===== config.mk =====
export PLATFORM = sky130hd
export DESIGN_NAME = tt_cmd_sequencer_flat
export DESIGN_NICKNAME = d
export VERILOG_FILES = /design/src/rtl/tt_cmd_sequencer_if.sv /design/src/rtl/tt_cmd_sequencer.sv /design/src/flat_wrapper.sv
export SDC_FILE = /design/constraint.sdc
export NUM_CORES = 1
export LEC_CHECK = 0
export ABC_AREA = 1
export CAP_MARGIN = 20
export CORE_MARGIN = 3
export CORE_UTILIZATION = 51
export DETAILED_ROUTE_END_ITERATION = 16
export PLACE_DENSITY = 0.92
export SLEW_MARGIN = 20
export SYNTH_ARGS = -nofsm -noshare
export SYNTH_HDL_FRONTEND = slang
export SYNTH_SLANG_ARGS = --single-unit

===== constraint.sdc =====
create_clock -name clk -period 1.8 [get_ports clk]
set_input_delay 0.45 -clock clk [delete_from_list [all_inputs] [get_ports clk]]
set_output_delay 0.45 -clock clk [all_outputs]
set_load 0.02 [all_outputs]

===== src/rtl/tt_cmd_sequencer_if.sv =====
// Host/datapath bundle for tt_cmd_sequencer.
//   Host side    : in_byte, in_strobe, out_ack (in)  ; out_byte, out_valid, busy, err (out)
//   Datapath side: dp_done, dp_result (in)            ; dp_operands, dp_start (out)
// Modport slave is the sequencer's view; master is the view of whatever drives it.
interface tt_cmd_sequencer_if #(
  parameter int unsigned OPS = 2,
  parameter int unsigned RES = 2
);
  logic [7:0]       in_byte;
  logic             in_strobe;
  logic             out_ack;
  logic [8*OPS-1:0] dp_operands;
  logic             dp_start;
  logic             dp_done;
  logic [8*RES-1:0] dp_result;
  logic [7:0]       out_byte;
  logic             out_valid;
  logic             busy;
  logic             err;

  modport master (
    output in_byte, in_strobe, out_ack, dp_done, dp_result,
    input  dp_operands, dp_start, out_byte, out_valid, busy, err
  );

  modport slave (
    input  in_byte, in_strobe, out_ack, dp_done, dp_result,
    output dp_operands, dp_start, out_byte, out_valid, busy, err
  );
endinterface


===== src/rtl/tt_cmd_sequencer.sv =====
// Byte-serial command sequencer between tile pins and a compute datapath.
// Collects OPS operand bytes (first byte = MSB) under a host strobe, pulses dp_start,
// waits for dp_done with a TIMEOUT-cycle limit, then returns RES result bytes (MSB first)
// paced by a host acknowledge.
// Ports:
//   clk   : system clock
//   rst_n : asynchronous active-low reset
//   bus   : tt_cmd_sequencer_if.slave (host byte/strobe/ack, datapath start/done, status)
module tt_cmd_sequencer #(
  parameter int unsigned OPS     = 2,
  parameter int unsigned RES     = 2,
  parameter int unsigned TIMEOUT = 255
) (
  input logic              clk,
  input logic              rst_n,
  tt_cmd_sequencer_if.slave bus
);

  typedef enum logic [2:0] {StIdle, StLoad, StStart, StWait, StSend} state_e;

  state_e           state_q, state_d;
  logic [2:0]       strb_sync_q, ack_sync_q;
  logic [8*OPS-1:0] ops_q, ops_d;
  logic [8*RES-1:0] res_q, res_d;
  logic [7:0]       out_byte_q, out_byte_d;
  logic             out_valid_q, out_valid_d;
  logic             err_q, err_d;
  logic [2:0]       cnt_q, cnt_d;
  logic [7:0]       tmo_q, tmo_d;
  logic             strb_rise, ack_rise;

  // Two flops for metastability, third flop only for rising-edge detection.
  assign strb_rise = strb_sync_q[1] & ~strb_sync_q[2];
  assign ack_rise  = ack_sync_q[1] & ~ack_sync_q[2];

  always_ff @(posedge clk or negedge rst_n) begin
    if (!rst_n) begin
      state_q     <= StIdle;
      strb_sync_q <= '0;
      ack_sync_q  <= '0;
      ops_q       <= '0;
      res_q       <= '0;
      out_byte_q  <= '0;
      out_valid_q <= 1'b0;
      err_q       <= 1'b0;
      cnt_q       <= '0;
      tmo_q       <= '0;
    end else begin
      state_q     <= state_d;
      strb_sync_q <= {strb_sync_q[1:0], bus.in_strobe};
      ack_sync_q  <= {ack_sync_q[1:0], bus.out_ack};
      ops_q       <= ops_d;
      res_q       <= res_d;
      out_byte_q  <= out_byte_d;
      out_valid_q <= out_valid_d;
      err_q       <= err_d;
      cnt_q       <= cnt_d;
      tmo_q       <= tmo_d;
    end
  end

  always_comb begin
    state_d     = state_q;
    ops_d       = ops_q;
    res_d       = res_q;
    out_byte_d  = out_byte_q;
    out_valid_d = out_valid_q;
    err_d       = err_q;
    cnt_d       = cnt_q;
    tmo_d       = tmo_q;
    case (state_q)
      StIdle: begin
        if (strb_rise) begin
          // Operands shift in from the LSB end so the first byte ends up as the MSB.
          ops_d = (8*OPS)'(bus.in_byte);
          err_d = 1'b0;
          if (OPS == 1) begin
            state_d = StStart;
          end else begin
            cnt_d   = 3'd1;
            state_d = StLoad;
          end
        end
      end
      StLoad: begin
        if (strb_rise) begin
          ops_d = (ops_q << 8) | (8*OPS)'(bus.in_byte);
          if (cnt_q == 3'(OPS - 1)) begin
            state_d = StStart;
          end else begin
            cnt_d = cnt_q + 3'd1;
          end
        end
      end
      StStart: begin
        if (strb_rise) err_d = 1'b1;
        tmo_d   = '0;
        state_d = StWait;
      end
      StWait: begin
        if (strb_rise) err_d = 1'b1;
        if (bus.dp_done) begin
          res_d       = bus.dp_result;
          out_byte_d  = bus.dp_result[8*RES-1 -: 8];
          out_valid_d = 1'b1;
          cnt_d       = '0;
          state_d     = StSend;
        end else if (tmo_q == 8'(TIMEOUT - 1)) begin
          // This is the TIMEOUT-th cycle in WAIT without completion.
          err_d   = 1'b1;
          state_d = StIdle;
        end else begin
          tmo_d = tmo_q + 8'd1;
        end
      end
      StSend: begin
        if (strb_rise) err_d = 1'b1;
        if (ack_rise) begin
          if (cnt_q == 3'(RES - 1)) begin
            out_valid_d = 1'b0;
            state_d     = StIdle;
          end else begin
            cnt_d      = cnt_q + 3'd1;
            res_d      = res_q << 8;
            out_byte_d = res_d[8*RES-1 -: 8];
          end
        end
      end
      default: state_d = StIdle;
    endcase
  end

  assign bus.dp_operands = ops_q;
  // Decoded straight from the state register, so reset can never leave a start pulse behind.
  assign bus.dp_start    = (state_q == StStart);
  assign bus.out_byte    = out_byte_q;
  assign bus.out_valid   = out_valid_q;
  assign bus.busy        = (state_q != StIdle);
  assign bus.err         = err_q;

endmodule


===== src/flat_wrapper.sv =====
// flat-port wrapper written by rule: the top's interface ports become plain ports
module tt_cmd_sequencer_flat 
#(
  parameter int unsigned OPS     = 2,
  parameter int unsigned RES     = 2,
  parameter int unsigned TIMEOUT = 255
)
  (clk, rst_n, bus_in_byte, bus_in_strobe, bus_out_ack, bus_dp_done, bus_dp_result, bus_dp_operands, bus_dp_start, bus_out_byte, bus_out_valid, bus_busy, bus_err);
  tt_cmd_sequencer_if #(.OPS(OPS), .RES(RES)) bus_i ();
  input logic clk;
  input logic rst_n;
  input wire logic [$bits(bus_i.in_byte)-1:0] bus_in_byte;
  input wire logic [$bits(bus_i.in_strobe)-1:0] bus_in_strobe;
  input wire logic [$bits(bus_i.out_ack)-1:0] bus_out_ack;
  input wire logic [$bits(bus_i.dp_done)-1:0] bus_dp_done;
  input wire logic [$bits(bus_i.dp_result)-1:0] bus_dp_result;
  output wire logic [$bits(bus_i.dp_operands)-1:0] bus_dp_operands;
  output wire logic [$bits(bus_i.dp_start)-1:0] bus_dp_start;
  output wire logic [$bits(bus_i.out_byte)-1:0] bus_out_byte;
  output wire logic [$bits(bus_i.out_valid)-1:0] bus_out_valid;
  output wire logic [$bits(bus_i.busy)-1:0] bus_busy;
  output wire logic [$bits(bus_i.err)-1:0] bus_err;
  assign bus_i.in_byte = bus_in_byte;
  assign bus_i.in_strobe = bus_in_strobe;
  assign bus_i.out_ack = bus_out_ack;
  assign bus_i.dp_done = bus_dp_done;
  assign bus_i.dp_result = bus_dp_result;
  assign bus_dp_operands = bus_i.dp_operands;
  assign bus_dp_start = bus_i.dp_start;
  assign bus_out_byte = bus_i.out_byte;
  assign bus_out_valid = bus_i.out_valid;
  assign bus_busy = bus_i.busy;
  assign bus_err = bus_i.err;
  tt_cmd_sequencer #(.OPS(OPS), .RES(RES), .TIMEOUT(TIMEOUT)) u_core (.clk(clk), .rst_n(rst_n), .bus(bus_i));
endmodule

After elaboration in Yosys (flattened, before gate mapping). Index checks and enable logic that the tools add are counted. Widths: inputs -> output; s select.

Input port bits: 29. Register bits after elaboration: 54.

Bitwise gates (word level): 5. Multiplexer cells: 36. Equal/unequal tests: 16. Add/sub/neg operators: 2. Reduce and logical (&&, ||, !) cells: 15.

Operators with widths (number): $mux 8 (8); $pmux 8 s2 (3); $mux 3 (11); $mux 16 (2); $pmux 16 s2 (1); $or 16x8->16 (1); $pmux 3 s5 (1); $pmux 3 s4 (1); $ne 2x1->1 const B (5); $add 8x1->8 const B (1); $eq 8x8->1 const B (1); $ne 2x2->1 const B (4); $reduce_and 4->1 (2); $mux 1 (7); $eq 3x1->1 const B (2); $eq 3x2->1 const B (2); $reduce_and 3->1 (2); $reduce_and 6->1 (1); $reduce_bool 2->1 (3); $reduce_bool 3->1 (2); $reduce_and 5->1 (1); $reduce_bool 4->1 (1); $add 3x1->3 const B (1); $eq 3x3->1 const B (1); 8 further kinds (10).

Depth between registers and ports, before layout. Gate-level depths: netlist (run 1).

Depth after elaboration: 6. Mapped depth: 9. Depth with buffers taken out: 9.

Worst setup path after synthesis (run 1). Ideal clock, no wire load.

Path type: register to output. Start: reg u_core.state_q[2]. End: out bus_dp_start. Path slack: 0.222 ns. Buffers on the path: 0. Data arrival time: 1.128 ns. Cell stages (with the launch flop): 4. Required time: 1.350 ns. Cells stage by stage: dfrtp_1 inv_2 nand2_1 nor2_1.

Cells in the longest elaborated chain, start to end: 1.

Ends and longest elaborated chain: start, declared (RTL line tt_cmd_sequencer.sv:21) `state_e state_q, state_d;`; start signal, assigned (RTL line tt_cmd_sequencer.sv:38) `state_q <= StIdle;`; start signal, assigned (RTL line tt_cmd_sequencer.sv:49) `state_q <= state_d;`; $eq 3x2->1 (RTL line tt_cmd_sequencer.sv:135) `assign bus.dp_start = (state_q == StStart);`; end, declared (RTL line flat_wrapper.sv:18) `output wire logic [$bits(bus_i.dp_start)-1:0] bus_dp_start;`.

No other way between the ends.

Worst setup path after layout (run 1).
Start: reg u_core.out_valid_q (netlist: u_core.bus.out_valid). End: out bus_out_valid.

RTL lines: start, declared (RTL line tt_cmd_sequencer.sv:26) `logic out_valid_q, out_valid_d;`; start signal, assigned (RTL line tt_cmd_sequencer.sv:55) `out_valid_q <= out_valid_d;`; end, declared (RTL line flat_wrapper.sv:20) `output wire logic [$bits(bus_i.out_valid)-1:0] bus_out_valid;`.

No word-level cell between the ends.

==> results_dict.tcl, run 1 <==
set metrics [dict create \
    combPwrFrac 0.469 \
    pre_cts_ws_ns -0.0374 \
    area_delta_synth_final_pct 30.2 \
    cp-start-kind "flip-flop" \
    reg2reg_depth 8 \
    worst-path-buf-inv 1 \
    cpPeakStageDelay_ns 0.62 \
    rrSetupSlack_ns 0.20 \
    final_area_mm2 0.00347 \
    dp_hpwl_um 4430 \
    crit_fanout 2 \
    dr_total_vias 2349 \
    routed_wl_um 5830 \
    cp_cell_sequence "clkdlybuf4s50_1" \
    crit_family "buffers and inverters" \
    dr.first_iter.drc_count 151 \
    tritoncts "done" \
    drv_cap 0 \
    synth_area_mm2 0.00267 \
    timing.rr.end "u_core.res_q[1]" \
    vias_per_cell 5.04 \
    worst_pin_slew_ns 0.430 \
    syn-num-nets 363 \
    dieHeight_um 78.3 \
    grt_pass1_wl_um 10200 \
    period_minus_slack_ns 1.76 \
    gp_congestion 0.927 \
    switchingPower_uw 2100 \
    numPortBuffers 56 \
    netSwitchingFraction 0.404 \
    start_util 0.546 \
    dieArea_mm2 0.00613 \
    critPathCaptureType "primary output" \
    grt-ovfl-total 0 \
    diodes 0 \
    drive_above_1_share 0.120 \
    ys_warn_count 0 \
    yosysSeqAreaShare 0.507 \
    p_clk_frac 0.155 \
    finalNetCount 431 \
    stdcell_count 466 \
    p_seq_frac 0.376 \
    gr-usage-all-layers 0.208 \
    synth_cell_types 23 \
    clk_latency_ns 0.31 \
    crit_path_top_delay_cell "clkdlybuf4s50_1" \
    dp.cells 458 \
    leakage_uw 0.00183 \
    core.rowCount 25 \
    ctsHtreeMaxLevel 2 \
    route.antenna.remaining_nets 0 \
    status "finished clean" \
    cts_buffers 5 \
    p_per_area_mw_per_mm2 1500 \
    path_depth 1 \
    cts.clk_slew.worst_paths_ns 0.10 \
    final_cell_mix "nand2_1, dfrtp_1, clkdlybuf4s50_1" \
    worstPathRequired_ns 1.35 \
    clock-sinks 54 \
    slew_headroom 0.713 \
    setup_viol 0 \
    final-hold-violation-count 0 \
    drc 0 \
    peakVddDrop_uv 843 \
    post_cts.repair.setup_buffers 0 \
    internal_power_uw 3100 \
    timing.final.ws_setup_ns 0.0404 \
    ios 57 \
    crit_type "reg -> out" \
    first_pass_iters 4 \
    die_x_um 78.3 \
    finalClockSkew_ns 0.00770 \
    core_area_mm2 0.00488 \
    rr_startpoint "u_core.state_q[0]" \
    cts_max_path_buffers 2 \
    hold_buffers 0 \
    max_freq_mhz 568 \
    drv_slew 0 \
    routedWlPerCell_um 12.5 \
    synth_cells 330 \
    grt_max_degree 38 \
    grt_pass1_vias 2378 \
    min_path_type "in -> async" \
    placed_area_mm2 0.00335 \
    ys_ff_latch 54 \
    critPathArrivalTime_ns 1.31 \
    setup.worst_path.end "bus_out_valid" \
    clock-root-buffer "clkbuf_8" \
    antenna_found_initial 0 \
    final_common_cell "nand2_1" \
    post-route-period-util 0.978 \
    crit_path_start "u_core.bus.out_valid" \
    rsz0062_at_grt "false" \
    syn_avg_cell_area_um2 8.08 \
]
==> registers in the layout, indices dropped and copies added (netlist names) <==
| name | count |
|---|---|
| u_core.ack_sync_q | 3 |
| u_core.bus.dp_operands | 16 |
| u_core.bus.err | 1 |
| u_core.bus.out_byte | 8 |
| u_core.bus.out_valid | 1 |
| u_core.cnt_q | 3 |
| u_core.res_q | 8 |
| u_core.state_q | 3 |
| u_core.strb_sync_q | 3 |
| u_core.tmo_q | 8 |
==> layout make-up <==
cell class	instances	area [um2]
fill	377	1410
timing repair buffer	69	677
multi-input combinational	244	1160
tap	67	83.8
clock buffer	6	72.6
clock inverter	2	37.5
inverter	24	90.1
sequential	54	1350
==> per-layer routing <==
layer | routed length [um] | GRT usage
met4 | 89 | 0.0804
met5 | 0 | 0
met3 | 367 | 0.0550
met1 | 2420 | 0.244
met2 | 2960 | 0.364
==> power groups by stage <==
stage	Sequential, uW	Clock, uW	Combinational (uW)
floorplan	2260	0	1180
global placement	1950	0	2390
detailed placement	1970	0	2480
CTS	1960	825	2470
global route	2010	866	2700
finish	1950	808	2440
==> cells in the mapped netlist (all sizes together) <==
cell type	number	area, um2
o22ai	1	6.26
xnor2	1	8.76
a21oi	4	31.3
ha	4	50.1
nand3	22	110
inv	24	90.1
buf	8	65.1
nor2	21	106
nand4	3	18.8
nor3	1	10.0
xor2	3	26.3
dfrtp	54	1350
o21ai	23	160
nand2	161	632
==> what timing repair did <==
| action | in CTS | in global routing |
|---|---|---|
| gates cloned | 0 | 0 |
| setup endpoints to repair | 2 | 8 |
| endpoints found under the hold margin | 0 | 0 |
| pin swaps | 0 | 0 |
| resized for setup | 3 | 8 |
==> worst min path at each step <==
| stage | startpoint | endpoint | slack [ns] | cells past startpoint |
|---|---|---|---|---|
| after detailed placement | u_core.ack_sync_q[0] | u_core.ack_sync_q[1] | 0.34 | 0 |
| after global routing | rst_n | u_core.bus.err | 0.09 | 1 |
| after global placement | u_core.strb_sync_q[0] | u_core.strb_sync_q[1] | 0.33 | 0 |
| final | rst_n | u_core.bus.err | 0.06 | 1 |
| after CTS | rst_n | u_core.bus.err | 0.07 | 1 |
| after floorplan | rst_n | u_core.ack_sync_q[0] | 0.15 | 0 |
==> stage by stage <==
stage	hold WS, ns	TNS (ns)	total power, uW	util
3_3_place_gp	0.334	0	4340	0.687
3_5_place_dp	0.339	-0.0816	4450	0.687
2_1_floorplan	0.154	0	3440	-
6_report	0.0649	0	5200	0.712
4_1_cts	0.0744	0	5250	0.709
5_1_grt	0.0947	0	5580	0.712
==> kinds of logic after synthesis <==
logic type | Yosys count | share of synthesized area
buf+inv | 32 | 0.0582
simple gates | 208 | 0.329
xor+xnor | 4 | 0.0131
compound gates | 28 | 0.0741
flops | 54 | 0.507
fa+ha+maj | 4 | 0.0188
(Power assumes the default switching activity.)
==> run 2: changes to the inputs <==
- GPL_ROUTABILITY_DRIVEN: default -> 0
==> results of run 2 <==
The final DEF is identical to that of run 1; final timing and power are the same.
